$ cat src/rtl/weight_loader_pkg.sv
// Shared definitions for the weight loader: FSM state encoding, address-field
// layout of the matrix port and the address builder used by the top level.
//
// Address layout of wr_addr / rd_addr:
//   [31:24] ADDR_MASK, [23:13] destination index d, [12:2] source index s, [1:0] 0

`ifndef WEIGHT_ADDR_MASK
`define WEIGHT_ADDR_MASK 8'hC0
`endif

package weight_loader_pkg;

  localparam int IDX_W    = 11;
  localparam int S_LSB    = 2;
  localparam int D_LSB    = 13;
  localparam int MASK_LSB = 24;

  typedef enum logic [2:0] {
    IDLE    = 3'd0,
    WRITE   = 3'd1,
    RD_ADDR = 3'd2,
    RD_DATA = 3'd3,
    DONE    = 3'd4
  } state_t;

  function automatic logic [31:0] pair_addr(input logic [7:0]       mask,
                                            input logic [IDX_W-1:0] s,
                                            input logic [IDX_W-1:0] d);
    logic [31:0] a;
    a                  = '0;
    a[MASK_LSB +: 8]   = mask;
    a[D_LSB +: IDX_W]  = d;
    a[S_LSB +: IDX_W]  = s;
    return a;
  endfunction

endpackage

$ cat src/rtl/weight_loader_pair_counter.sv
// pair_counter: (s, d) index walker for the weight loader. s is the inner
// index, d the outer one; both run 0..N-1.
//
// Ports:
//   clk, rst_n : clock, asynchronous active-low reset
//   clr        : return both indices to 0
//   adv        : step to the next (s, d) pair (s first, wrapping into d)
//   s, d       : current indices
//   last       : current pair is (N-1, N-1)

module pair_counter
  import weight_loader_pkg::*;
#(
  parameter int N = 8
) (
  input  logic             clk,
  input  logic             rst_n,
  input  logic             clr,
  input  logic             adv,
  output logic [IDX_W-1:0] s,
  output logic [IDX_W-1:0] d,
  output logic             last
);

  localparam logic [IDX_W-1:0] IDX_MAX = IDX_W'(N - 1);

  assign last = (s == IDX_MAX) && (d == IDX_MAX);

  always_ff @(posedge clk or negedge rst_n) begin
    if (!rst_n) begin
      s <= '0;
      d <= '0;
    end else if (clr) begin
      s <= '0;
      d <= '0;
    end else if (adv) begin
      if (s == IDX_MAX) begin
        s <= '0;
        // Wrapping out of the final pair lands on (0,0) for the next run.
        d <= last ? '0 : d + 1'b1;
      end else begin
        s <= s + 1'b1;
      end
    end
  end

endmodule

$ cat src/rtl/weight_loader.sv
// weight_loader: streams an N x N weight matrix into a matrix memory
// (mode 0) or reads all N*N weights back out as a stream (mode 1).
// Word order is d outer, s inner.
//
// Ports:
//   clk, axi_rstn            : clock, asynchronous active-low reset
//   start, mode              : operation request (mode sampled with start)
//   busy, done               : operation in progress / one-cycle completion pulse
//   s_valid, s_ready, s_data : weight input stream (write mode)
//   m_valid, m_ready, m_data : readback stream (read mode)
//   wready, wr_addr, wdata   : matrix write strobe, address and data
//   rd_addr, rdata           : matrix read address and combinational read data

`ifndef WEIGHT_ADDR_MASK
`define WEIGHT_ADDR_MASK 8'hC0
`endif

module weight_loader
  import weight_loader_pkg::*;
#(
  parameter int         N         = 8,
  parameter logic [7:0] ADDR_MASK = `WEIGHT_ADDR_MASK
) (
  input  logic        clk,
  input  logic        axi_rstn,
  input  logic        start,
  input  logic        mode,
  output logic        busy,
  output logic        done,
  input  logic        s_valid,
  output logic        s_ready,
  input  logic [31:0] s_data,
  output logic        m_valid,
  input  logic        m_ready,
  output logic [31:0] m_data,
  output logic        wready,
  output logic [31:0] wr_addr,
  output logic [31:0] wdata,
  output logic [31:0] rd_addr,
  input  logic [31:0] rdata
);

  state_t           state_q, state_d;
  logic [IDX_W-1:0] idx_s, idx_d;
  logic             idx_last;
  logic             cnt_clr, cnt_adv;
  logic             wr_fire, rd_take;
  logic             vld_p1;
  logic             m_vld_p1;

  pair_counter #(.N(N)) u_pair_counter (
    .clk   (clk),
    .rst_n (axi_rstn),
    .clr   (cnt_clr),
    .adv   (cnt_adv),
    .s     (idx_s),
    .d     (idx_d),
    .last  (idx_last)
  );

  always_ff @(posedge clk or negedge axi_rstn) begin
    if (!axi_rstn) state_q <= IDLE;
    else           state_q <= state_d;
  end

  always_comb begin
    state_d = state_q;
    cnt_clr = 1'b0;
    cnt_adv = 1'b0;
    wr_fire = 1'b0;
    rd_take = 1'b0;
    case (state_q)
      IDLE: begin
        if (start) begin
          cnt_clr = 1'b1;
          state_d = mode ? RD_ADDR : WRITE;
        end
      end
      WRITE: begin
        if (s_valid) begin
          wr_fire = 1'b1;
          cnt_adv = 1'b1;
          if (idx_last) state_d = DONE;
        end
      end
      RD_ADDR: state_d = RD_DATA;
      RD_DATA: begin
        if (m_vld_p1 && m_ready) begin
          rd_take = 1'b1;
          cnt_adv = 1'b1;
          state_d = idx_last ? DONE : RD_ADDR;
        end
      end
      DONE:    state_d = IDLE;
      default: state_d = IDLE;
    endcase
  end

  assign busy    = (state_q != IDLE);
  assign done    = (state_q == DONE);
  assign s_ready = (state_q == WRITE);

  // Stage p1: matrix write, one cycle after the stream handshake.
  always_ff @(posedge clk or negedge axi_rstn) begin
    if (!axi_rstn) begin
      vld_p1  <= 1'b0;
      wr_addr <= '0;
      wdata   <= '0;
    end else begin
      vld_p1 <= wr_fire;
      if (wr_fire) begin
        wr_addr <= pair_addr(ADDR_MASK, idx_s, idx_d);
        wdata   <= s_data;
      end
    end
  end

  assign wready = vld_p1;

  // Readback: rd_addr is registered in RD_ADDR; rdata settles from it, and the
  // first RD_DATA cycle captures it into m_data. m_data then holds until the
  // handshake.
  always_ff @(posedge clk or negedge axi_rstn) begin
    if (!axi_rstn) begin
      rd_addr  <= '0;
      m_data   <= '0;
      m_vld_p1 <= 1'b0;
    end else begin
      if (state_q == RD_ADDR) rd_addr <= pair_addr(ADDR_MASK, idx_s, idx_d);
      if ((state_q == RD_DATA) && !m_vld_p1) begin
        m_data   <= rdata;
        m_vld_p1 <= 1'b1;
      end else if (rd_take) begin
        m_vld_p1 <= 1'b0;
      end
    end
  end

  assign m_valid = m_vld_p1;

endmodule

$ cat config.mk
export PLATFORM = sky130hd
export DESIGN_NAME = weight_loader
export DESIGN_NICKNAME = d
export VERILOG_FILES = /design/src/rtl/weight_loader_pkg.sv /design/src/rtl/weight_loader_pair_counter.sv /design/src/rtl/weight_loader.sv
export SDC_FILE = /design/constraint.sdc
export NUM_CORES = 1
export LEC_CHECK = 0
export ABC_CLOCK_PERIOD_IN_PS = 2600
export CAP_MARGIN = 40
export CORE_MARGIN = 3
export CORE_UTILIZATION = 40
export CTS_CLUSTER_SIZE = 30
export DETAILED_ROUTE_END_ITERATION = 10
export PLACE_DENSITY = 0.73
export SYNTH_ARGS = -nofsm -noshare
export SYNTH_HDL_FRONTEND = slang
export SYNTH_SLANG_ARGS = --single-unit
$ cat constraint.sdc
create_clock -name clk -period 2.6 [get_ports clk]
set_input_delay 0.52 -clock clk [delete_from_list [all_inputs] [get_ports clk]]
set_output_delay 0.52 -clock clk [all_outputs]
set_load 0.02 [all_outputs]
* After elaboration in Yosys (flattened, before gate mapping)
Index checks and enable logic that the tools add are counted.
** Storage, ports and cells
- Input port bits :: 70
- Output and inout port bits :: 133
- Flip-flop bits (word level) :: 137
** Operators by class
- Add/subtract/negate cells :: 2
- Equality and inequality tests :: 10
- Mux-type cells :: 23
- Reduce and logical (&&, ||, !) cells :: 11
** Operators by type and width (count)
- $mux W11 :: 7
- $add A11 B1 Y11 const B :: 2
- $eq A11 B3 Y1 const B :: 2
- $mux W3 :: 5
- $pmux W3 S4 :: 1
- $mux W1 :: 8
- $eq A3 B2 Y1 const B :: 2
- $ne A2 B2 Y1 const B :: 3
- $reduce_bool A2 Y1 :: 3
- $reduce_and A4 Y1 :: 1
- $eq A3 B1 Y1 const B :: 1
- $eq A3 B3 Y1 const B :: 1
- $logic_and A1 B1 Y1 :: 3
- $logic_not A3 Y1 :: 1
- $reduce_bool A3 Y1 :: 1
- $mux W2 :: 1
- $ne A2 B1 Y1 const B :: 1
- $pmux W1 S2 :: 1
- $reduce_and A2 Y1 :: 1
- $logic_not A1 Y1 :: 1

* Logic depth before layout (Yosys ltp)
Gate-level depths: netlist of run 1.
- Depth in word-level cells :: 6
- Depth in mapped cells :: 7

* By module
A second synthesis of run 1 with hierarchy kept.
** Second synthesis, totals
- Cells, all modules :: 417
- Area, all modules :: 5909.4 um2
** By module, submodules not included
- weight_loader :: area each 4663.2 um2, cells an instance 282, times used 1, sequential area each 2877.8 um2
- pair_counter :: area each 1246.2 um2, cells an instance 135, times used 1, sequential area each 550.5 um2

* Least setup slack after synthesis of run 1
OpenSTA, ideal clock, no wires.
- Kind :: register -> register
- From :: register u_pair_counter.s[5]
- To :: register u_pair_counter.d[10]
- Data required time :: 2.470 ns
- Arrival :: 1.862 ns
- Path buffers :: 2
- Stages on the path, launching flop included :: 7
- Setup slack :: 0.608 ns
- Clock period less this slack :: 1.992 ns
- Cells stage by stage :: dfrtp_1 > buf_6 > or4_4 > or4_1 > buf_2 > o21ai_4 > a21oi_1
** On the way
- Cells in the longest elaborated chain, start to end :: 6
- Elaborated cells on any way between the ends :: 8
- Classes of those cells :: eq/ne: 1; mux: 4; reduce/logical: 3
** Ends and longest elaborated chain
- start: declaration :: RTL line weight_loader_pair_counter.sv:20 : output logic [IDX_W-1:0] s,
- start signal: assignment :: RTL line weight_loader_pair_counter.sv:42 : s <= s + 1'b1;
- $eq A11 B3 Y1 (*) :: RTL line weight_loader_pair_counter.sv:27, weight_loader_pair_counter.sv:37
- $logic_and A1 B1 Y1 :: RTL line weight_loader_pair_counter.sv:27 : assign last = (s == IDX_MAX) && (d == IDX_MAX);
- $mux W11 :: RTL line weight_loader_pair_counter.sv:40 : d <= last ? '0 : d + 1'b1;
- $mux W11 :: RTL line weight_loader_pair_counter.sv:37 : if (s == IDX_MAX) begin
- $mux W11 :: RTL line weight_loader_pair_counter.sv:36 : end else if (adv) begin
- $mux W11 :: RTL line weight_loader_pair_counter.sv:33 : end else if (clr) begin
- end signal: assignment :: RTL line weight_loader_pair_counter.sv:40
- end: declaration :: RTL line weight_loader_pair_counter.sv:21 : output logic [IDX_W-1:0] d,
Mark *: on every way between the ends. The rest lies on a longest branch, timed or not. The select of a mux whose other input is x is not followed.
A chain may end at the register's enable or synchronous reset.

* Worst setup path after layout of run 1
- From :: register u_pair_counter.s[1]
- To :: register u_pair_counter.d[10]
The elaborated chain is that of the path after synthesis.

==> out/results.txt, run 1 <==
Worst rel slew slack: 58.2%
Total Die Area: 15,600 um2
Library cells used by synthesis: 41
FF+latch area: 3430 um2
Setup CP Type: flip-flop to flip-flop
Cell chosen for the clock root: clkbuf_16
First-pass iteration count of the detailed router: 4
Count of maximum capacitance violations: 0
Cell area reported after detailed placement: 7710 um2
Pin count of the biggest net entering global routing: 67
Most frequently used flop master after synthesis: dfrtp_1
Latest clock arrival within the worst-skew pair: 0.41 ns
Clock Sinks: 137
Topmost layer with routed signal wires: met4
Number of CTS-inserted buffers: 17
Initial antenna violation count: 0
Final weighted congestion of routability-driven global placement: 0.816
Achievable frequency: 417 MHz
Xor/xnor share of the synthesized area: 1.39%
Status: complete, no violations
Row cnt: 42
H-tree levels: 4
Routed length on met2: 7050 um
Number of gates resized after cts: 0
Amount of wire on met3 after detailed routing: 1490 um
Worst path arrival time: 2.73 ns
Non-Filler Cell Area, Final: 8250 um2
Worst Setup Start Kind: flip-flop
Global-route wire length before repair: 22,800 um
Fillcell total: 1,099
WL per Instance: 17.4 um
Detailed-route DRC error count: 0
Maximum fanout along the worst path: 10
Top-Level Pins: 203
Portion of the post-synthesis area used by sequential elements: 60.5%
Vias per cell: 4.99
Share of layout cells above drive strength 1: 26.1%
Number of antenna repair diodes: 0
CTS tree: yes
Multi-input gate area: 2070 um2
Adder and majority cell fraction of the synthesized area: 0.441%
Number of design-rule violations left by the first detailed-router iteration: 114
Power per standard cell area: 1140 nW/um2
Simple-Gate Fraction of Synth Area: 7.59%
Maximum clock path buffer count: 2
Number of synthesized flops with an enable pin: 0
Share of the synthesized area in compound gates (AO/OA/AOI/OAI): 4.15%
Endpoints failing setup: 0
Number of synthesized register bits: 137
Total routing resource utilization after global routing: 18.3%
Detail Placement HPWL: 10,200 um
Sum of negative setup slack: 0 ns
Async set or reset register ratio after synthesis: 100%
Worst-margin pin slew: 0.628 ns
Mux share of post-synthesis cell area: 21.7%
Vias: 3,993
Minimum setup slack among reg-to-reg paths: 0.20 ns
Instance count of the mapped netlist: 416
Kind of end point of the critical path: flip-flop
Total congestion overflow after global routing: 0
Mean instance size in the synthesized netlist: 13.6 um2
Placeable Area: 13,600 um2
Main combinational cell family by area after synthesis: multiplexers
Number of nets still failing antenna checks after routing: 0
Final clock period utilization by the worst path: 92.3%
Synth-to-Final Area Change: 45.6%
Starting density of the core: 41.8%
Total detailed-routing wirelength: 14,000 um
Final count of pins violating max slew: 0
Die boundary width: 125 um
Maximum vdd ir drop: 0.687 mV
Hold buffers post-CTS: 0
Number of nets in the layout: 684
Postcts setup bufs: 0
Classification of the worst-slack hold path: primary input to async pin
Worst Skew: 0.00853 ns
Ys Warns: 0
Chip height: 125 um
Buffers added on ports: 186
Worst endpoint required time: 2.93 ns
Crit path time final: 2.40 ns
Number of hold violations in the final report: 0
Post-Syn Area: 5670 um2
RSZ-0062 raised after global routing: false
Clock-pin transition on the worst setup and hold timing paths: 0.06 ns
Wl on met1: 5210 um
LEAKAGE: 3.51 nW
Number of global-route vias before repair: 4,336
==> critical path, stage by stage, from the launching register on <==
cell	delay, ns
dfrtp_1	0.51
ha_1	0.30
nand4bb_1	0.18
nor3_1	0.31
a21oi_1	0.25
buf_4	0.24
or3_1	0.35
a21oi_1	0.16
==> per-stage QoR <==
step | cells | util, % | setup slack, ns | total power (W) | hold WS [ns]
after floorplan | 431 | - | 0.608 | 0.00535 | 0.224
after global placement | 768 | 56.8 | 0.188 | 0.00716 | 0.473
after detailed placement | 769 | 56.9 | 0.216 | 0.00727 | 0.484
after CTS | 801 | 60.9 | 0.172 | 0.00952 | 0.120
after global routing | 801 | 60.9 | 0.0443 | 0.00989 | 0.146
final | 801 | 60.9 | 0.200 | 0.00939 | 0.101
==> power breakdown <==
group          total (W)  switching (W)  internal [W]
combinational    0.00380        0.00179       0.00201
sequential       0.00340       0.000498       0.00290
clock            0.00220       0.000841       0.00135
total            0.00939        0.00313       0.00627
==> flip-flops by register name (all words and copies together), names as in the netlist <==
name and count:
rd_addr 23, m_data 32, wready 1, u_pair_counter.s 11, m_valid 1, wdata 32, u_pair_counter.d 11, state_q 3
wr_addr 23
==> path summary, 6_finish.rpt <==
check / startpoint / to / depth (start not counted)
hold / removal: axi_rstn / m_data[8] / 1
max in group asynchronous: axi_rstn / rd_addr[8] / 2
hold reg to reg: rd_addr[30] / rd_addr[30] / 1
setup reg to reg: u_pair_counter.s[1] / u_pair_counter.d[10] / 7
setup / recovery: u_pair_counter.s[1] / u_pair_counter.d[10] / 7
min in group clk: rd_addr[30] / rd_addr[30] / 1
==> cell usage in the layout, fill, tap and decap left out, drive strengths merged, types with 2 or more instances in the layout <==
master / instances
o21ai: 16
xnor2: 6
clkbuf: 23
nand2b: 4
a21oi: 17
inv: 3
clkinv: 8
nand4: 4
or2: 5
and2: 3
a211oi: 2
buf: 13
nor3: 4
a2111oi: 2
nor4: 2
nand4b: 2
dfrtp: 137
conb: 16
nand2: 14
nand3: 11
xor2: 3
clkdlybuf4s50: 185
mux2: 109
ha: 2
nor2: 16
or3: 8
or4: 2
==> per-layer routing <==
layer	global-route usage (%)	up-vias
li1	-	1832
met4	6.51	0
met2	30.8	166
met1	20.1	1979
met3	8.83	16
met5	0	-
==> cells by family (layout without fill, tap and decap cells) <==
group           Yosys count  count (layout)
other cells               1              16
xor+xnor                  9               9
flops                   137             137
fa+ha+maj                 2               2
mux                     109             109
compound gates           39              39
simple gates             80              80
buf+inv                  39             233
==> cell type report <==
class,count,area share [%]
clock buffer,23,5.67
clock inverter,9,0.895
inverter,3,0.136
multi-input combinational,255,25.1
sequential,137,41.5
tap,176,2.67
timing repair buffer,198,24.0
==> cells in the mapped netlist (2+ instances only) <==
cell type    n  area [um2]
or3_1        8        50.1
nand4_1      4        25.0
nor3_1       4        20.0
ha_1         2        25.0
buf_4       18         135
or2_2        5        31.3
nand4b_1     2        17.5
buf_6        2        22.5
nand2_1     13        48.8
dfrtp_1    137        3430
clkbuf_1     6        22.5
nor4_1       2        12.5
and2_1       3        18.8
o21ai_0     13        65.1
xnor2_1      6        52.6
buf_2        9        45.0
a21oi_1     17        85.1
mux2_2     109        1230
xor2_1       3        26.3
a211oi_1     2        15.0
nand3_1     11        55.1
inv_1        3        11.3
nor2_1      16        60.1
nand2b_1     4        25.0
Power figures use the tool's default switching activity.
==> inputs of run 2 (changes only) <==
CAP_MARGIN = 25   (was 40)
PLACE_DENSITY = 0.72   (was 0.73)
SYNTH_HIERARCHICAL = 1   (was not set)
==> run 2 against run 1 <==
Against the previous run: sequential power down 1%; power increased by 0.17%; clock skew is 0.0020 ns lower; via count is 1.6% higher; critical path type is now flip-flop to primary output; die area increased by 4.0%; maximum frequency fell by 0.51%.
==> out/results.txt, run 2 <==
Status: complete, no violations
Maximum clock path buffer count: 2
Total Die Area: 16,300 um2
Ordered cell list for the critical path: nand2b_1 > nor2_1 > clkdlybuf4s50_1
Buffers added on ports: 186
Async set or reset register ratio after synthesis: 100%
Clock Sinks: 137
Most common cell in the synthesized netlist: dfrtp_1
Latest clock arrival within the worst-skew pair: 0.41 ns
Ys Warns: 6
Vias: 4,055
Hold buffers post-CTS: 0
Final cell count without fillers: 805
Maximum fanout along the worst path: 7
CTS tree: yes
Starting density of the core: 41.8%
Number of design-rule violations left by the first detailed-router iteration: 202
Crit path time final: 2.41 ns
Achievable frequency: 415 MHz
Number of nets still failing antenna checks after routing: 0
Leading cell types in the layout, fill and taps excluded: 185 x clkdlybuf4s50_1, 137 x dfrtp_1, 64 x mux2_2, 38 x mux2_4, 18 x nor2_1
LEAKAGE: 3.64 nW
Fillcell total: 1,121
Hold Worst Slack: 0.111 ns
H-tree levels: 4
Share of the synthesized area in the top cell type: 58.0%
Die boundary width: 128 um
Worst Skew: 0.00648 ns
Clock-pin transition on the worst setup and hold timing paths: 0.06 ns
Pin count of the biggest net entering global routing: 66
Worst Setup Start Kind: flip-flop
Registers with the most flip-flops: m_data: 32 flops, wdata: 32 flops
Number of antenna repair diodes: 0
Number of hold violations in the final report: 0
Total detailed-routing wirelength: 13,600 um
Most frequently used flop master after synthesis: dfrtp_1
Vias per cell: 5.04
Number of global-route vias before repair: 4,354
Total congestion overflow after global routing: 0
Total routing resource utilization after global routing: 17.6%
Cell chosen for the clock root: clkbuf_16
Sum of negative setup slack: 0 ns
Commonest non-fill, non-tap cell in the layout: clkdlybuf4s50_1
Endpoints failing setup: 0
RSZ-0062 raised after global routing: false
First-pass iteration count of the detailed router: 4
Stage delay of the slowest cell on the critical path: 0.63 ns
Share of layout cells above drive strength 1: 24.2%
Worst-margin pin slew: 0.603 ns
Slowest CP cell: clkdlybuf4s50_1
Row cnt: 43
Final count of pins violating max slew: 0
Kind of end point of the critical path: primary output
Setup CP Type: flip-flop to primary output
Chip height: 128 um
Instance count of the mapped netlist: 417
Portion of the post-synthesis area used by sequential elements: 58.0%
Number of gates resized after cts: 0
Library cell with the largest summed area after synthesis: dfrtp_1
Synth-to-Final Area Change: 43.8%
Worst endpoint required time: 2.08 ns
Worst path arrival time: 1.89 ns
Initial antenna violation count: 0
Final weighted congestion of routability-driven global placement: 0.839
Detail Placement HPWL: 9740 um
Worst path top cell family by delay: buffers and inverters
Postcts setup bufs: 0
Top-Level Pins: 203
Classification of the worst-slack hold path: primary input to async pin
Sum of buffers and inverters on the critical path: 1
Number of nets in the layout: 684
Post-Syn Area: 5910 um2
Count of maximum capacitance violations: 0
Library cells used by synthesis: 46
Maximum vdd ir drop: 0.562 mV
Power per standard cell area: 1110 nW/um2
Number of placed instances, taps included: 773
Cell types with the highest counts after synthesis: 137 x dfrtp_1, 64 x mux2_2, 38 x mux2_4
Final clock period utilization by the worst path: 92.8%
Detailed-route DRC error count: 0
Placeable Area: 14,100 um2
Worst rel slew slack: 59.8%
Mean instance size in the synthesized netlist: 14.2 um2
Global-route wire length before repair: 22,500 um
Number of synthesized flops with an enable pin: 0
Cells taking the most area after synthesis: dfrtp_1 58%, mux2_2 12%, mux2_4 9.7%
WL per Instance: 16.9 um
Number of synthesized register bits: 137
Number of CTS-inserted buffers: 17
-- run 2: kinds of logic (layout without fill, tap and decap cells) --
| group | count (synthesis) | count (layout) | synth area share (%) |
|---|---|---|---|
| DFF | 137 | 137 | 58.0 |
| muxes | 109 | 109 | 23.2 |
| and+or+nand+nor | 83 | 83 | 8.22 |
| buffers and inverters | 44 | 237 | 5.21 |
| AOI/OAI and AO/OA | 32 | 32 | 3.56 |
| xor gates and xnor gates | 9 | 9 | 1.33 |
| adders and majority gates | 2 | 2 | 0.423 |
| other | 1 | 16 | 0.0635 |
-- run 2: worst paths after layout --
path	endpoint	startpoint	slack, ns	cells past startpoint
max	s_ready	state_q[2]	0.19	3
min	wr_addr[30]	axi_rstn	0.11	1
max reg2reg	u_pair_counter/d[4]	state_q[1]	0.36	5
min reg2reg	m_data[6]	m_data[6]	0.48	1
max in group asynchronous	m_data[4]	axi_rstn	1.81	2
min in group clk	m_data[6]	m_data[6]	0.48	1
-- run 2: metrics by stage --
step / total power, W / cell area, um2 / setup slack (ns) / util (%)
floorplan: 0.00532 / 5970 / 0.613 / -
global placement: 0.00698 / 7900 / 0.0513 / 55.8
detailed placement: 0.00708 / 7900 / 0.0253 / 55.8
CTS: 0.00953 / 8500 / 0.162 / 60.1
global route: 0.00989 / 8500 / 0.0839 / 60.1
finish: 0.00941 / 8500 / 0.188 / 60.1
-- run 2: layout make-up --
class	instances	area, um2	share of cell area (%)
Inverter	7	26.3	0.309
Sequential cell	137	3430	40.3
Clock inverter	8	118	1.38
Clock buffer	24	482	5.67
Timing Repair Buffer	198	1980	23.3
Tap cell	180	225	2.65
Multi-Input combinational cell	251	2240	26.4
-- run 2: routing by layer --
layer	vias to the layer above	global-route usage [%]	part of all wire, %
met5	-	0	0
met4	0	5.36	1.7
met3	25	5.69	5.9
met2	154	29.6	52
met1	2034	21.5	41
li1	1842	-	-
-- run 2: worst register-to-register path, stage by stage (launching register included) --
cell	delay, ns
dfrtp_1	0.48
nand2b_1	0.27
o22ai_1	0.42
nand4_1	0.27
or4b_1	0.56
a21oi_1	0.17
-- run 2: where the power goes --
group          switching [W]  leakage [nW]  internal [W]  total (W)
combinational        0.00165          1.62       0.00200    0.00365
sequential          0.000488          1.72       0.00286    0.00335
clock               0.000833         0.294       0.00158    0.00241
total                0.00297          3.64       0.00644    0.00941
